==> src/rtl/transcription_sequencer.sv <==
// -----------------------------------------------------------------------------
// transcription_sequencer
//
// Sequences a note transcription into an external slot buffer. A start request
// first clears every slot (writes 0 to address 0..NUM_SLOTS-1 on consecutive
// cycles). The sequencer then records: every TICK_PERIOD cycles it writes the
// currently held note (last note_in seen with note_valid_in) into the next slot.
// After the last slot it parks in DONE until a new start or a stop.
//
// Ports
//   clk_in         system clock (audio domain)
//   rst_in         asynchronous active-low reset
//   start_in       single-cycle request to begin a new transcription
//   stop_in        single-cycle request to abort / exit (wins over start_in)
//   note_in        note index from the lookup stage (0 = rest)
//   note_valid_in  single-cycle strobe qualifying note_in
//   wr_en_out      single-cycle buffer write strobe
//   wr_addr_out    buffer write address (held while wr_en_out is low)
//   wr_data_out    buffer write data (held while wr_en_out is low)
//   busy_out       high while clearing or recording
//   done_out       high once every slot has been recorded
//   slot_out       index of the next slot to be recorded (saturates)
// -----------------------------------------------------------------------------
module transcription_sequencer #(
    parameter int NUM_SLOTS   = 160,
    parameter int NOTE_WIDTH  = 6,
    parameter int TICK_PERIOD = 34816000,
    parameter int CNT_WIDTH   = 26
) (
    input  logic                         clk_in,
    input  logic                         rst_in,
    input  logic                         start_in,
    input  logic                         stop_in,
    input  logic [NOTE_WIDTH-1:0]        note_in,
    input  logic                         note_valid_in,
    output logic                         wr_en_out,
    output logic [$clog2(NUM_SLOTS)-1:0] wr_addr_out,
    output logic [NOTE_WIDTH-1:0]        wr_data_out,
    output logic                         busy_out,
    output logic                         done_out,
    output logic [$clog2(NUM_SLOTS)-1:0] slot_out
);

    localparam int                   AW        = $clog2(NUM_SLOTS);
    localparam logic [AW-1:0]        LAST_SLOT = AW'(NUM_SLOTS - 1);
    localparam logic [CNT_WIDTH-1:0] TICK_LAST = CNT_WIDTH'(TICK_PERIOD - 1);

    typedef enum logic [1:0] {
        S_IDLE   = 2'd0,
        S_CLEAR  = 2'd1,
        S_RECORD = 2'd2,
        S_DONE   = 2'd3
    } state_t;

    state_t                  state_q, state_d;
    logic                    wr_en_q, wr_en_d;
    logic [AW-1:0]           wr_addr_q, wr_addr_d;
    logic [NOTE_WIDTH-1:0]   wr_data_q, wr_data_d;
    logic                    busy_q, busy_d;
    logic                    done_q, done_d;
    logic [AW-1:0]           slot_q, slot_d;
    logic [CNT_WIDTH-1:0]    tick_q, tick_d;
    logic [NOTE_WIDTH-1:0]   held_q, held_d;

    logic wrap;
    logic last_wr;

    assign wrap    = (tick_q == TICK_LAST);
    // In RECORD, wr_en_q is only ever set by a slot write, so seeing the write
    // to the final slot on the outputs means recording is complete. Moving to
    // DONE one cycle later keeps wr_en_out low for the whole of DONE.
    assign last_wr = wr_en_q && (wr_addr_q == LAST_SLOT);

    // State and registered outputs
    always_ff @(posedge clk_in or negedge rst_in) begin
        if (!rst_in) begin
            state_q   <= S_IDLE;
            wr_en_q   <= 1'b0;
            wr_addr_q <= '0;
            wr_data_q <= '0;
            busy_q    <= 1'b0;
            done_q    <= 1'b0;
            slot_q    <= '0;
            tick_q    <= '0;
            held_q    <= '0;
        end else begin
            state_q   <= state_d;
            wr_en_q   <= wr_en_d;
            wr_addr_q <= wr_addr_d;
            wr_data_q <= wr_data_d;
            busy_q    <= busy_d;
            done_q    <= done_d;
            slot_q    <= slot_d;
            tick_q    <= tick_d;
            held_q    <= held_d;
        end
    end

    // Next-state logic; stop_in always wins over start_in
    always_comb begin
        state_d = state_q;
        unique case (state_q)
            S_IDLE: begin
                if (start_in && !stop_in) state_d = S_CLEAR;
            end
            S_CLEAR: begin
                if (stop_in)                       state_d = S_IDLE;
                else if (wr_addr_q == LAST_SLOT)   state_d = S_RECORD;
            end
            S_RECORD: begin
                if (stop_in)       state_d = S_IDLE;
                else if (last_wr)  state_d = S_DONE;
            end
            S_DONE: begin
                if (stop_in)       state_d = S_IDLE;
                else if (start_in) state_d = S_CLEAR;
            end
            default: state_d = S_IDLE;
        endcase
    end

    // Next values of the registered outputs and datapath, keyed on the
    // transition being taken so every output is valid in the new state.
    always_comb begin
        wr_en_d   = 1'b0;
        wr_addr_d = wr_addr_q;
        wr_data_d = wr_data_q;
        slot_d    = slot_q;
        tick_d    = tick_q;
        held_d    = held_q;
        busy_d    = (state_d == S_CLEAR) || (state_d == S_RECORD);
        done_d    = (state_d == S_DONE);

        unique case (state_q)
            S_IDLE, S_DONE: begin
                if (state_d == S_CLEAR) begin
                    wr_en_d   = 1'b1;
                    wr_addr_d = '0;
                    wr_data_d = '0;
                end
            end
            S_CLEAR: begin
                if (state_d == S_CLEAR) begin
                    wr_en_d   = 1'b1;
                    wr_addr_d = wr_addr_q + AW'(1);
                    wr_data_d = '0;
                end else if (state_d == S_RECORD) begin
                    tick_d = '0;
                    slot_d = '0;
                    held_d = '0;
                end
            end
            S_RECORD: begin
                if (state_d == S_RECORD) begin
                    tick_d = wrap ? '0 : tick_q + CNT_WIDTH'(1);
                    if (note_valid_in) held_d = note_in;
                    if (wrap) begin
                        wr_en_d   = 1'b1;
                        wr_addr_d = slot_q;
                        // A note arriving on the wrap cycle is what gets written.
                        wr_data_d = note_valid_in ? note_in : held_q;
                        if (slot_q != LAST_SLOT) slot_d = slot_q + AW'(1);
                    end
                end
            end
            default: ;
        endcase
    end

    assign wr_en_out   = wr_en_q;
    assign wr_addr_out = wr_addr_q;
    assign wr_data_out = wr_data_q;
    assign busy_out    = busy_q;
    assign done_out    = done_q;
    assign slot_out    = slot_q;

endmodule

==> config.mk <==
export PLATFORM = sky130hd
export DESIGN_NAME = transcription_sequencer
export DESIGN_NICKNAME = d
export VERILOG_FILES = /design/src/rtl/transcription_sequencer.sv
export SDC_FILE = /design/constraint.sdc
export NUM_CORES = 1
export LEC_CHECK = 0
export ABC_AREA = 1
export CAP_MARGIN = 10
export CORE_MARGIN = 2
export CORE_UTILIZATION = 55
export CTS_CLUSTER_DIAMETER = 100
export CTS_CLUSTER_SIZE = 12
export DETAILED_ROUTE_END_ITERATION = 10
export PLACE_DENSITY_LB_ADDON = 0.08
export SLEW_MARGIN = 20
export SYNTH_ARGS = -nofsm -noshare
export SYNTH_HDL_FRONTEND = slang
export SYNTH_SLANG_ARGS = --single-unit
export TNS_END_PERCENT = 100
==> constraint.sdc <==
create_clock -name clk_in -period 3.15 [get_ports clk_in]
set_input_delay 0.945 -clock clk_in [delete_from_list [all_inputs] [get_ports clk_in]]
set_output_delay 0.945 -clock clk_in [all_outputs]
set_load 0.05 [all_outputs]
==> impl_table.tex <==
\begin{tabular}{lr}
\hline
Metric & Value \\
\hline
\multicolumn{2}{l}{\textbf{Route}} \\
\quad Via density per instance & 5.29 \\
\quad DRC violation count after routing & 0 \\
\quad DRT antenna net count & 0 \\
\quad Number of detailed-route iterations in the first pass & 5 \\
\quad Vias post-DR & 3319 \\
\quad DRT Wirelength & 8120 um \\
\quad Routed wire per std cell & 12.9 um \\
\quad DRC marker count from the first detailed-route iteration & 135 \\
\multicolumn{2}{l}{\textbf{Clocking}} \\
\quad Number of clock buffers inserted by TritonCTS & 9 \\
\quad Number of buffers inserted for hold repair after clock tree synthesis & 0 \\
\quad H-tree lvl count & 3 \\
\quad CTS clock-pin slew for the worst setup and hold paths & 0.08 ns \\
\quad Clock sink count & 59 \\
\quad Buffer count from post-CTS setup fixing & 0 \\
\quad CTS tree & yes \\
\quad Maximum root-to-sink buffer count & 2 \\
\quad Buffer cell driving the clock tree root & sky130\_fd\_sc\_hd\_\_clkbuf\_8 \\
\quad Source-to-sink clock delay at the later pin of the worst-skew pair & $\sim$0.34 ns \\
\multicolumn{2}{l}{\textbf{Floorplan}} \\
\quad Std-Cell Core Area & 0.00628 sq mm \\
\quad Die extent in y & 84.2 um \\
\quad Number of placement rows & 29 \\
\quad Number of top-level pins & 36 \\
\quad Initial Utilization & between 50\% and 60\% \\
\quad Die footprint & 0.00710 sq mm \\
\quad Horizontal die dimension & 84.2 um \\
\multicolumn{2}{l}{\textbf{Critical path}} \\
\quad Standard cell with the maximum stage delay on the critical path & sky130\_fd\_sc\_hd\_\_clkdlybuf4s50\_1 \\
\quad Kind of start point of the critical path & primary input \\
\quad Worst setup EP type & register \\
\quad Worst reg-to-reg path cell count & 17 \\
\quad Critical Path AT & 3.06 ns \\
\quad Maximum fanout along the worst path & 5 \\
\quad Delay contributed by the slowest stage of the critical path & 0.43 ns \\
\quad Worst endpoint required time & 3.38 ns \\
\quad Critical path, cell by cell & clkdlybuf4s50\_1 > a21oi\_1 > nand2\_1 > nand2\_1 > nor2\_1 > nor2\_1 > inv\_1 > ha\_1 > inv\_1 > nand3\_1 > nand2\_2 > nand3\_1 > nor2\_4 > nand2\_1 > o21ai\_0 > nor2\_1 \\
\quad Critical path start-end classification & primary input to register \\
\multicolumn{2}{l}{\textbf{Finish}} \\
\quad Area of combinational cells with multiple inputs & about 0.0018 sq mm \\
\quad Count of antenna diodes in the layout & 0 \\
\quad Area growth, synth to finish & 21.1\% \\
\quad Sequential cell area & 0.00148 sq mm \\
\quad Non-filler cells, final & 628 \\
\quad Fill cell count & 547 \\
\quad Final-stage net count & 567 \\
\quad Final core utilization & about 70\% \\
\quad Layout cells sized above 1 & 10.7\% \\
\multicolumn{2}{l}{\textbf{Synthesis}} \\
\quad Number of enable-type register cells in the synthesized netlist & 0 \\
\quad Sequential area share after synthesis & 41.7\% \\
\quad Synth warnings & 0 \\
\quad Commonest register cell after synthesis & sky130\_fd\_sc\_hd\_\_dfrtp\_1 \\
\quad Proportion of synthesized flip-flops having asynchronous set or reset & 100\% \\
\quad Post-synthesis cell count & 491 \\
\quad Unique masters post-synth & 32 \\
\quad Nets in the synthesized netlist & 512 \\
\quad Number of register bits inferred by synthesis & 59 \\
\quad Avg Synthesized Cell Area & 7.21 sq um \\
\quad Synth Cell Area & 0.00354 sq mm \\
\multicolumn{2}{l}{\textbf{Power and ir drop}} \\
\quad Power consumption & 2.03 mW \\
\quad Cell area power density & between 400 and 500 mW/mm\^{}2 \\
\quad Max IR drop VDD & roughly 0.38 mV \\
\quad LEAKAGE & 2.07 nW \\
\multicolumn{2}{l}{\textbf{Job}} \\
\quad Total of max-cap violations & 0 \\
\multicolumn{2}{l}{\textbf{STA}} \\
\quad Slew HR & 53.4\% \\
\quad Slew at the pin closest to its max-slew limit & 0.699 ns \\
\quad Post-route fraction of the period consumed by the critical path & roughly 90\% \\
\quad Worst setup skew after layout & 0.00869 ns \\
\quad Achievable clock frequency & 353 MHz \\
\quad Endpoints failing hold & 0 \\
\quad Worst hold slack & 0.485 ns \\
\quad Period minus WS final & 2.84 ns \\
\quad Final number of max-transition violations & 0 \\
\quad Least setup slack across all paths after layout & around 0.31 ns \\
\quad Setup repair after global routing missed its margin & no \\
\quad Setup-failing EPs final & 0 \\
\multicolumn{2}{l}{\textbf{Global route}} \\
\quad Antenna violations before repair & 0 \\
\quad Number of global-route vias before repair & about 3300 \\
\quad First-pass GRT wire length & 14700 um \\
\quad Pin count of the biggest net entering global routing & 32 \\
\quad Overall track demand over capacity in global routing & 25.3\% \\
\quad Remaining Overflow, GRT & 0 \\
\multicolumn{2}{l}{\textbf{Placed design}} \\
\quad Buffers on Ports & 35 \\
\quad Routability congestion estimate & 0.894 \\
\quad Cell total after placement & $\sim$610 \\
\quad Post-detail-place hpwl & approximately 5900 um \\
\quad Post-placement worst setup slack & -0.0245 ns \\
\multicolumn{2}{l}{\textbf{Min path}} \\
\quad Min-Delay Path Class & register to register \\
\quad Worst hold path cell count & 2 \\
\multicolumn{2}{l}{\textbf{Outcome}} \\
\quad Result of the run & completed \\
\hline
\end{tabular}
## worst max-delay path: cells and delay by family
family / cells / cell delay [ns]
simple gates: 10 / 1.02
buf+inv: 3 / 0.59
compound gates: 2 / 0.30
fa+ha+maj: 1 / 0.19
## kinds of logic after synthesis
kind of cell    synth area share (%)
compound gates                  8.90
flops                           41.7
simple gates                    36.6
buf+inv                         7.53
fa+ha+maj                       3.53
xor+xnor                        1.73
## worst paths after layout
check	start	end	slack, ns
worst max-delay path	start_in	tick_q[19]	0.31
worst min-delay path	wr_data_out[1]	wr_data_out[1]	0.48
worst max register to register	state_q[0]	tick_q[19]	0.37
worst min register to register	wr_data_out[1]	wr_data_out[1]	0.48
max in group asynchronous	rst_in	wr_addr_out[0]	1.82
min in group asynchronous	rst_in	tick_q[8]	0.64
## per-stage QoR
stage                     TNS, ns  instance area, sq um
after floorplan                 0                  3540
after global placement          0                  4050
after detailed placement  -0.0245                  4050
after CTS                       0                  4280
after global routing            0                  4290
final                           0                  4290
## synth_stat cells, types with 5 or more instances
library cell,number,share of area [%]
sky130_fd_sc_hd__nor3_1,9,1.3
sky130_fd_sc_hd__ha_1,10,3.5
sky130_fd_sc_hd__nor2_1,74,7.8
sky130_fd_sc_hd__a21oi_1,25,3.5
sky130_fd_sc_hd__dfrtp_1,59,42
sky130_fd_sc_hd__xnor2_1,6,1.5
sky130_fd_sc_hd__nor2_2,5,0.88
sky130_fd_sc_hd__o21ai_0,22,3.1
sky130_fd_sc_hd__nand2_1,144,15
sky130_fd_sc_hd__nand2_2,5,0.88
sky130_fd_sc_hd__inv_1,51,5.4
sky130_fd_sc_hd__nand3_1,41,5.8
sky130_fd_sc_hd__nand4_1,9,1.6
## final cells by class
cell class	count	share of cell area, %
clock buffers	9	2.89
repair buffers	53	11.2
multi-input cells	370	42.2
well taps	77	2.25
clock inverters	7	2.36
flip-flops and latches	59	34.5
inverters	53	4.64
## registers in the layout (all words and copies together) (netlist names)
register / flops
done_out: 1
held_q: 6
state_q: 2
wr_data_out: 6
tick_q: 26
wr_en_out: 1
wr_addr_out: 8
busy_out: 1
slot_out: 8
## timing repair
action | 4_1_cts | 5_1_grt
endpoints found under the hold margin | 0 | 0
resized for setup | 0 | 4
setup endpoints to repair | 0 | 7
## placed cells by master (no fill, tap or decap), types with 2 or more instances in the layout
cell                                n
sky130_fd_sc_hd__bufinv_16          2
sky130_fd_sc_hd__nand2_2            5
sky130_fd_sc_hd__inv_1             51
sky130_fd_sc_hd__xnor2_1            6
sky130_fd_sc_hd__a21oi_1           25
sky130_fd_sc_hd__o21ai_0           22
sky130_fd_sc_hd__clkdlybuf4s50_1   34
sky130_fd_sc_hd__nor2_1            72
sky130_fd_sc_hd__nor3_1             9
sky130_fd_sc_hd__ha_1              10
sky130_fd_sc_hd__nand2_4            3
sky130_fd_sc_hd__buf_4             18
sky130_fd_sc_hd__clkbuf_8           9
sky130_fd_sc_hd__o21ai_2            2
sky130_fd_sc_hd__dfrtp_1           58
sky130_fd_sc_hd__nor2_2             6
sky130_fd_sc_hd__a21oi_4            2
sky130_fd_sc_hd__nor2_4             2
sky130_fd_sc_hd__o21bai_1           2
sky130_fd_sc_hd__nand3_1           41
sky130_fd_sc_hd__clkinv_4           2
sky130_fd_sc_hd__nand4_1            9
sky130_fd_sc_hd__nand2_1          144
sky130_fd_sc_hd__a22oi_1            2
sky130_fd_sc_hd__clkinvlp_4         2
sky130_fd_sc_hd__nor3b_1            2
## where the power goes
group	internal, mW	total (mW)	leakage (nW)	switching [mW]
Clock	0.450	0.787	0.106	0.337
Combinational	0.129	0.424	1.18	0.296
Sequential	0.788	0.817	0.784	0.0290
## routing by layer
| metal | global-route usage, % | routed length, um | vias to the layer above |
|---|---|---|---|
| li1 | - | - | 1680 |
| met1 | 32.7 | 3690 | 1560 |
| met2 | 42.4 | 3940 | 70 |
| met3 | 3.83 | 386 | 9 |
| met4 | 10.4 | 108 | 0 |
| met5 | 0 | 0 | - |
Note: power is estimated with default switching activity, not from simulation.
